===== src/rtl/bch_pkg.sv =====
// Shared constants and types for the BCH(31,k) Chien search block.
// GF(2^5) field parameters, FSM state type and alpha power constants.
package bch_pkg;

  localparam int BCH_N = 31;
  localparam int BCH_M = 5;
  localparam int BCH_T = 3;

  // x^5 + x^2 + 1
  localparam logic [5:0] PRIM_POLY = 6'b100101;

  localparam logic [4:0] ALPHA1 = 5'b00010;
  localparam logic [4:0] ALPHA2 = 5'b00100;
  localparam logic [4:0] ALPHA3 = 5'b01000;

  typedef enum logic [1:0] {
    IDLE   = 2'd0,
    SEARCH = 2'd1,
    CHECK  = 2'd2,
    DONE   = 2'd3
  } state_e;

endpackage


===== src/rtl/bch_chien_search_gf32_mul.sv =====
// GF(2^5) combinational multiplier, reduced by bch_pkg::PRIM_POLY.
// Ports: a_i, b_i operands; p_o product.
module gf32_mul
  import bch_pkg::*;
#(
  parameter int M = BCH_M
) (
  input  logic [M-1:0] a_i,
  input  logic [M-1:0] b_i,
  output logic [M-1:0] p_o
);

  logic [M-1:0] acc;
  logic [M-1:0] sh;

  // Shift-and-add; sh walks a_i * x^i mod poly.
  always_comb begin
    acc = '0;
    sh  = a_i;
    for (int i = 0; i < M; i++) begin
      if (b_i[i]) acc = acc ^ sh;
      sh = {sh[M-2:0], 1'b0}
         ^ (sh[M-1] ? PRIM_POLY[M-1:0] : '0);
    end
  end

  assign p_o = acc;

endmodule


===== src/rtl/bch_chien_search.sv =====
// Chien search for BCH(31,k), t=3: evaluates the error locator at
// alpha^0..alpha^30, one point per cycle, and reports error positions.
// Ports: clk, reset (async, active-high), start, sigma0..3, L,
//   codeword_in -> busy, done, err_vec, corrected, root_count, fail.
// Macro BCH_CHIEN_CORRECT_EN enables the codeword latch and the
//   corrected output; without it corrected is held at 0.
module bch_chien_search
  import bch_pkg::*;
#(
  parameter int N = BCH_N,
  parameter int M = BCH_M,
  parameter int T = BCH_T
) (
  input  logic         clk,
  input  logic         reset,
  input  logic         start,
  input  logic [M-1:0] sigma0,
  input  logic [M-1:0] sigma1,
  input  logic [M-1:0] sigma2,
  input  logic [M-1:0] sigma3,
  input  logic [3:0]   L,
  input  logic [N-1:0] codeword_in,
  output logic         busy,
  output logic         done,
  output logic [N-1:0] err_vec,
  output logic [N-1:0] corrected,
  output logic [4:0]   root_count,
  output logic         fail
);

  state_e state_q, state_d;

  logic [M-1:0] sig0_q;
  logic [M-1:0] r1_q, r2_q, r3_q;
  logic [M-1:0] r1_d, r2_d, r3_d;
  logic         sigz_q;
  logic [3:0]   l_q;
  logic [4:0]   idx_q;
  logic [4:0]   cnt_q;
  logic [N-1:0] acc_q;
  logic [N-1:0] err_q;
  logic         fail_q;

  logic [M-1:0] sum;
  logic         hit;
  logic         last;
  logic [4:0]   pos;
  logic         fail_d;
  logic         load;

  gf32_mul #(.M(M)) u_mul1 (
    .a_i (r1_q),
    .b_i (ALPHA1),
    .p_o (r1_d)
  );

  gf32_mul #(.M(M)) u_mul2 (
    .a_i (r2_q),
    .b_i (ALPHA2),
    .p_o (r2_d)
  );

  gf32_mul #(.M(M)) u_mul3 (
    .a_i (r3_q),
    .b_i (ALPHA3),
    .p_o (r3_d)
  );

  // sigma(alpha^idx); a root at alpha^idx marks position -idx mod 31.
  assign sum  = sig0_q ^ r1_q ^ r2_q ^ r3_q;
  assign hit  = (sum == '0);
  assign last = (idx_q == 5'(N - 1));
  assign pos  = (idx_q == '0) ? '0 : 5'(N) - idx_q;
  assign load = (state_q == IDLE) && start;

  assign fail_d = (l_q > 4'(T))
               || ({1'b0, l_q} != cnt_q)
               || sigz_q;

  always_ff @(posedge clk or posedge reset) begin
    if (reset) begin
      state_q <= IDLE;
    end else begin
      state_q <= state_d;
    end
  end

  always_comb begin
    state_d = state_q;
    busy    = 1'b1;
    done    = 1'b0;
    unique case (state_q)
      IDLE: begin
        busy = 1'b0;
        if (start) state_d = SEARCH;
      end
      SEARCH: begin
        if (last) state_d = CHECK;
      end
      CHECK: begin
        state_d = DONE;
      end
      DONE: begin
        done    = 1'b1;
        state_d = IDLE;
      end
      default: state_d = IDLE;
    endcase
  end

  always_ff @(posedge clk or posedge reset) begin
    if (reset) begin
      sig0_q <= '0;
      r1_q   <= '0;
      r2_q   <= '0;
      r3_q   <= '0;
      sigz_q <= 1'b0;
      l_q    <= '0;
      idx_q  <= '0;
      cnt_q  <= '0;
      acc_q  <= '0;
      err_q  <= '0;
      fail_q <= 1'b0;
    end else if (load) begin
      sig0_q <= sigma0;
      r1_q   <= sigma1;
      r2_q   <= sigma2;
      r3_q   <= sigma3;
      sigz_q <= ~|{sigma0, sigma1, sigma2, sigma3};
      l_q    <= L;
      idx_q  <= '0;
      cnt_q  <= '0;
      acc_q  <= '0;
    end else if (state_q == SEARCH) begin
      r1_q  <= r1_d;
      r2_q  <= r2_d;
      r3_q  <= r3_d;
      idx_q <= idx_q + 5'd1;
      if (hit) begin
        acc_q[pos] <= 1'b1;
        if (cnt_q != 5'h1f) cnt_q <= cnt_q + 5'd1;
      end
    end else if (state_q == CHECK) begin
      fail_q <= fail_d;
      err_q  <= fail_d ? '0 : acc_q;
    end
  end

`ifdef BCH_CHIEN_CORRECT_EN
  logic [N-1:0] cw_q;
  logic [N-1:0] corr_q;

  always_ff @(posedge clk or posedge reset) begin
    if (reset) begin
      cw_q   <= '0;
      corr_q <= '0;
    end else if (load) begin
      cw_q <= codeword_in;
    end else if (state_q == CHECK) begin
      corr_q <= cw_q ^ (fail_d ? '0 : acc_q);
    end
  end

  assign corrected = corr_q;
`else
  logic unused_cw;
  assign unused_cw = ^codeword_in;
  assign corrected = '0;
`endif

  assign err_vec    = err_q;
  assign root_count = cnt_q;
  assign fail       = fail_q;

endmodule


===== config.mk =====
export PLATFORM = sky130hd
export DESIGN_NAME = bch_chien_search
export DESIGN_NICKNAME = d
export VERILOG_FILES = /design/src/rtl/bch_pkg.sv /design/src/rtl/bch_chien_search_gf32_mul.sv /design/src/rtl/bch_chien_search.sv
export SDC_FILE = /design/constraint.sdc
export NUM_CORES = 1
export LEC_CHECK = 0
export CORE_ASPECT_RATIO = 0.7
export CORE_UTILIZATION = 55
export CTS_CLUSTER_SIZE = 12
export DETAILED_ROUTE_END_ITERATION = 10
export PLACE_DENSITY = 0.86
export SYNTH_ARGS = -nofsm -noshare
export SYNTH_HDL_FRONTEND = slang
export SYNTH_HIERARCHICAL = 1
export SYNTH_SLANG_ARGS = --single-unit

===== constraint.sdc =====
create_clock -name clk -period 6.8 [get_ports clk]
set_clock_uncertainty 0.15 [all_clocks]
set_input_delay 1.36 -clock clk [delete_from_list [all_inputs] [get_ports clk]]
set_output_delay 1.36 -clock clk [all_outputs]
set_load 0.02 [all_outputs]

==> results of run 1 <==
==> where the power goes <==
| part | internal [µW] | switching, µW | leakage, µW |
|---|---|---|---|
| registers | 694 | 193 | 0.00135 |
| clock network | 308 | 226 | 0.000154 |
| logic | 547 | 749 | 0.00163 |
==> kinds of logic (layout without fill, tap and decap cells) <==
logic type	after synthesis	count (layout)	share of synthesized area [%]
flops	100	100	42.7
xor+xnor	81	81	12.1
mux	29	29	5.02
other cells	2	79	0.128
buf+inv	79	94	7.80
simple gates	207	207	16.8
fa+ha+maj	10	10	2.14
compound gates	102	102	13.3
==> routing by layer <==
layer / track usage [%] / vias to the layer above / part of all wire [%]
met5: 0 / - / 0
met4: 7.98 / 0 / 1.8
met3: 5.14 / 20 / 5.8
met2: 40.4 / 161 / 46
met1: 32.8 / 2291 / 46
li1: - / 2157 / -
==> critical path: cells and delay by family <==
kind,cells,cell delay (ns)
AND/OR/NAND/NOR,3,1.26
AO/OA/AOI/OAI,1,0.27
buffers and inverters,3,1.20
==> registers in the layout, indices dropped and copies added (netlist names), 2 cells and up <==
signal	cells
idx_q	5
l_q	4
err_vec	31
r1_q	5
sig0_q	5
root_count	5
r2_q	5
state_q	2
acc_q	31
r3_q	5
==> cell type report <==
cell class / instances / share of cell area (%)
flip-flops and latches: 100 / 36.4
multi-input cells: 508 / 46.3
well taps: 132 / 2.40
clock buffers: 12 / 3.73
inverters: 9 / 0.527
clock inverters: 4 / 0.763
repair buffers: 69 / 9.89
==> final timing paths <==
| path | end | slack [ns] | cells after the start |
|---|---|---|---|
| min in group asynchronous | acc_q[5]$_DFFE_PP0P_ | 1.12 | 2 |
| max in group asynchronous | root_count[1]$_DFFE_PP0P_ | 4.06 | 3 |
| worst max register to register | err_vec[21]$_DFFE_PP0P_ | 3.62 | 8 |
| worst min-delay path | acc_q[5]$_DFFE_PP0P_ | 0.34 | 2 |
| worst max-delay path | err_vec[21]$_DFFE_PP0P_ | 2.81 | 7 |
| worst min register to register | acc_q[5]$_DFFE_PP0P_ | 0.34 | 2 |
==> metrics by stage <==
step | hold slack, ns | util (%) | cell area [µm²] | worst slack [ns]
finish | 0.340 | 66.5 | 6880 | 2.81
global route | 0.363 | 66.5 | 6880 | 2.70
CTS | 0.344 | 66.5 | 6880 | 2.86
detailed placement | 0.330 | 63.5 | 6570 | 2.52
global placement | 0.310 | 63.5 | 6570 | 2.64
floorplan | 0.294 | - | 6140 | 2.67
==> cells in the mapped netlist (5+ instances only) <==
cell type and n:
nand2b_1 14, a32o_1 12, dfrtp_1 100, ha_1 10, a21oi_1 6, nand2_1 119
inv_1 8, o31ai_1 5, buf_2 11, mux2i_1 26, nand4_1 5, nor2b_1 7
clkbuf_1 20, o41ai_1 6, xnor2_1 59, nand3_1 12, xor2_1 22, buf_4 31
nor2_1 15, nor4_1 10, a22o_1 36, a22oi_1 6, o21ai_0 25
==> qor.yml, run 1 <==
cpMostUsedCell: "buf_4"
cts_tree: "done"
critPathMaxStageDelay_ns: 1.03
cp_data_arrival_time_ns: 4.12
setup_viol: 0
violations: "design-rule violations"
grt_pass1_wl_um: 21400
die_area_um2: 11100
rows: 31
r2r-start: "state_q[1]$_DFFE_PP0P_"
netlist_area_um2: 5860
slew_violations: 0
cts_buffer_depth: 2
period_needed_ns: 3.99
start_kind: "primary input"
area_growth_pct: 17.5
place.gp.congestion: 0.846
clock_latency_ns: 0.35
port-buffer-count: 65
cts-resized-gates: 0
clock.fmax_mhz: 250
yosysUniqueCellTypes: 45
grtUsageTotal_pct: 24.5
rsz0062_at_grt: "no"
grt_pass1_vias: 4324
initial_core_util_pct: 56.5
overflow: 0
final_nets: 765
total_leakage_power_uw: 0.00313
outcome: "finished, violations left"
min_from: "acc_q[5]$_DFFE_PP0P_"
fin_cells: 834
path_clk_slew_ns: 0.07
antennaDiodeCount: 0
ant_nets: 0
dpl.hpwl_um: 8830
slew_headroom_pct: 12.6
synth_area_per_cell_um2: 9.60
postCtsSetupBuffers: 0
finalHoldViolCount: 0
drt_iter0_drc: 342
n_fill_cell: 817
grt_max_degree: 86
crit_start: "start"
crit_type: "in -> reg"
via_per_inst: 5.55
drive_gt1_share_pct: 3.85
path_cells: "clkdlybuf4s50_1, nand2_1, buf_4, nand3b_1, buf_4, nor2_2, a22o_1"
final_common_cell: "nand2_1"
placed_cells: 818
final_cell_mix: "119 x nand2_1, 100 x dfrtp_1, 79 x conb_1, 65 x clkdlybuf4s50_1, 59 x xnor2_1"
fin_setup_tns_ns: 0
dieWidth_um: 125
cp_max_fo: 53
vias: 4629
synthTopCellsByArea: "dfrtp_1 43%, xnor2_1 8.8%, nand2_1 7.6%"
cts_made_buffers: 9
endpoint_kind: "flop"
drtPass1Iterations: 8
p_per_area_nw_per_um2: 395
async_reset_ff_share_pct: 100
fp.dieH_um: 88.3
seq_area_um2: 2500
wl_per_cell_um: 15.8
cts_root_buffer: "clkbuf_16"
core_area_um2: 10400
synth-warning-count: 6
cts.sinks: 100
totalPowerFinal_uw: 2720
synth_edf_count: 0
finalCritPeriodShare_pct: 58.7
cts_hold_buf: 0
crit_required_ns: 6.93
ios: 128
ys_seq_area_share_pct: 42.7
synthCells: 610
yosys_most_used_dff: "dfrtp_1"
synth_top_area_share_pct: 42.7
wirelength_um: 13200
multiInputGateArea_um2: 3190
max-cap-violations: 0
yosysTopAreaCell: "dfrtp_1"
antenna_found_initial: 0
hold_class: "reg -> reg"
htreeDepth: 3
crit_slowest_cell: "nor2_2"
peakVddDrop_mv: 0.194
ys_ff_latch: 100
worstMarginPinSlew_ns: 1.31
drcViolationCount: 12
No activity file was read; power rests on OpenSTA's default activity.
==> run 2: changes to the inputs <==
--- a/config.mk
+++ b/config.mk
@@ -6,10 +6,10 @@
 export NUM_CORES = 1
 export LEC_CHECK = 0
 export CORE_ASPECT_RATIO = 0.7
-export CORE_UTILIZATION = 55
+export CORE_UTILIZATION = 46
 export CTS_CLUSTER_SIZE = 12
 export DETAILED_ROUTE_END_ITERATION = 10
-export PLACE_DENSITY = 0.86
+export PLACE_DENSITY = 0.77
 export SYNTH_ARGS = -nofsm -noshare
 export SYNTH_HDL_FRONTEND = slang
 export SYNTH_HIERARCHICAL = 1
==> constraint.sdc (replaced) <==
create_clock -name clk -period 3.54 [get_ports clk]
set_clock_uncertainty 0.15 [all_clocks]
set_input_delay 0.708 -clock clk [delete_from_list [all_inputs] [get_ports clk]]
set_output_delay 0.708 -clock clk [all_outputs]
set_load 0.02 [all_outputs]
==> run 2 against run 1 <==
  * The flow now finishes without violations
  * Non-clock buffer count increased by 3
  * Clock power is 100% higher
  * Combinational power grew 89%
  * Core utilization decreased by 10 points
  * Global-route usage shrank 3.2 points
  * Critical path depth fell by 3
  * Largest cell class unchanged
  * Worst setup slack worse by 1.9 ns
  * Cell count increased by 4.0%
  * Die area increased by 19%
  * Sequential power increased by 91%
  * Sequential share of layout area decreased by 0.49 points
  * Design area is 1.4% higher
==> qor.yml, run 2 (same netlist as run 1, synthesis figures left out) <==
p_per_area_nw_per_um2: 752
whs_ns: 0.329
fp.dieH_um: 96.4
ant_nets: 0
cts_buffer_depth: 2
finalCritPeriodShare_pct: 74.7
path_clk_slew_ns: 0.07
hold_class: "reg -> reg"
htreeDepth: 3
final_cell_mix: "119 x nand2_1, 100 x dfrtp_1, 79 x conb_1, 65 x clkdlybuf4s50_1, 59 x xnor2_1"
vias: 4559
final_nets: 768
slew_violations: 0
place.gp.congestion: 0.858
drtPass1Iterations: 5
grt_pass1_vias: 4388
ios: 128
clock_latency_ns: 0.34
endpoint_kind: "output port"
antenna_found_initial: 0
core_area_um2: 12400
antennaDiodeCount: 0
area_growth_pct: 19.1
max-cap-violations: 0
dpl.hpwl_um: 9380
r2r_cells: 7
crit_type: "reg -> out"
drt_iter0_drc: 263
crit_required_ns: 2.68
final_common_cell: "nand2_1"
cts_tree: "done"
worstMarginPinSlew_ns: 0.769
clock.fmax_mhz: 378
grt_max_degree: 53
overflow: 0
rsz0062_at_grt: "no"
total_leakage_power_uw: 0.00316
drcViolationCount: 0
dpl-instance-area_um2: 6650
postCtsSetupBuffers: 0
cts_hold_buf: 0
cp_data_arrival_time_ns: 1.79
outcome: "finished clean"
port-buffer-count: 65
peakVddDrop_mv: 0.327
rows: 34
via_per_inst: 5.26
setup_viol: 0
die_area_um2: 13200
start_kind: "flop"
grt_pass1_wl_um: 21700
final_area_um2: 6980
cts.sinks: 100
wirelength_um: 13100
fin_setup_tns_ns: 0
cts_root_buffer: "clkbuf_16"
finalHoldViolCount: 0
dieWidth_um: 137
drive_gt1_share_pct: 4.40
grtUsageTotal_pct: 21.2
initial_core_util_pct: 47.1
cts-resized-gates: 0
slew_headroom_pct: 48.6
wl_per_cell_um: 15.1
holdPathStages: 2
cts_made_buffers: 9
period_needed_ns: 2.64
cp_max_fo: 4
-- run 2: cell count changes in the layout (fill, tap and decap cells not counted), sizes merged --
cell      change
clkinvlp      +1
bufinv        +1
inv           +2
clkbuf        -3
clkinv        -1
buf           +3
-- run 2: critical path, cell delays in order, from the launching register on --
cell	delay, ns
dfrtp_1	0.39
inv_1	0.10
ha_1	0.23
inv_1	0.10
clkdlybuf4s50_1	0.62
-- run 2: area by class of cell --
type	count	area, µm²
clock buffers	9	225
flip-flops and latches	100	2500
well taps	162	203
repair buffers	72	716
fillers	1081	5450
multi-input cells	508	3190
clock inverters	7	105
inverters	9	36.3
-- run 2: metal layers --
layer / global-route usage [%] / vias up / part of all wire [%]
met5: 0 / - / 0
met4: 6.68 / 0 / 1.5
met3: 3.29 / 16 / 4.8
met2: 33.9 / 127 / 47
met1: 29.8 / 2241 / 47
li1: - / 2175 / -
-- run 2: report_power, final --
| part | leakage (µW) | internal, µW | switching [µW] |
|---|---|---|---|
| combinational | 0.00165 | 1060 | 1400 |
| clock | 0.000159 | 632 | 449 |
| sequential | 0.00135 | 1330 | 367 |
-- run 2: metrics by stage --
step | worst slack (ns) | std cells | power, µW | util (%)
floorplan | 0.0632 | 687 | 3650 | -
global placement | 0.794 | 851 | 4030 | 53.5
detailed placement | 0.719 | 851 | 4130 | 53.5
CTS | 0.871 | 867 | 5230 | 56.2
global route | 0.784 | 867 | 5610 | 56.2
finish | 0.896 | 867 | 5240 | 56.2
-- run 2: path summary, 6_finish.rpt --
check,startpoint,to,slack [ns]
worst max-delay path,state_q[0]$_DFFE_PP0P_,busy,0.90
worst min-delay path,l_q[2]$_DFFE_PP0N_,l_q[2]$_DFFE_PP0N_,0.33
worst max register to register,idx_q[0]$_DFFE_PP0P_,acc_q[16]$_DFFE_PP0P_,1.15
worst min register to register,l_q[2]$_DFFE_PP0N_,l_q[2]$_DFFE_PP0N_,0.33
max in group asynchronous,reset,acc_q[30]$_DFFE_PP0P_,1.97
min in group asynchronous,reset,err_vec[7]$_DFFE_PP0P_,0.57
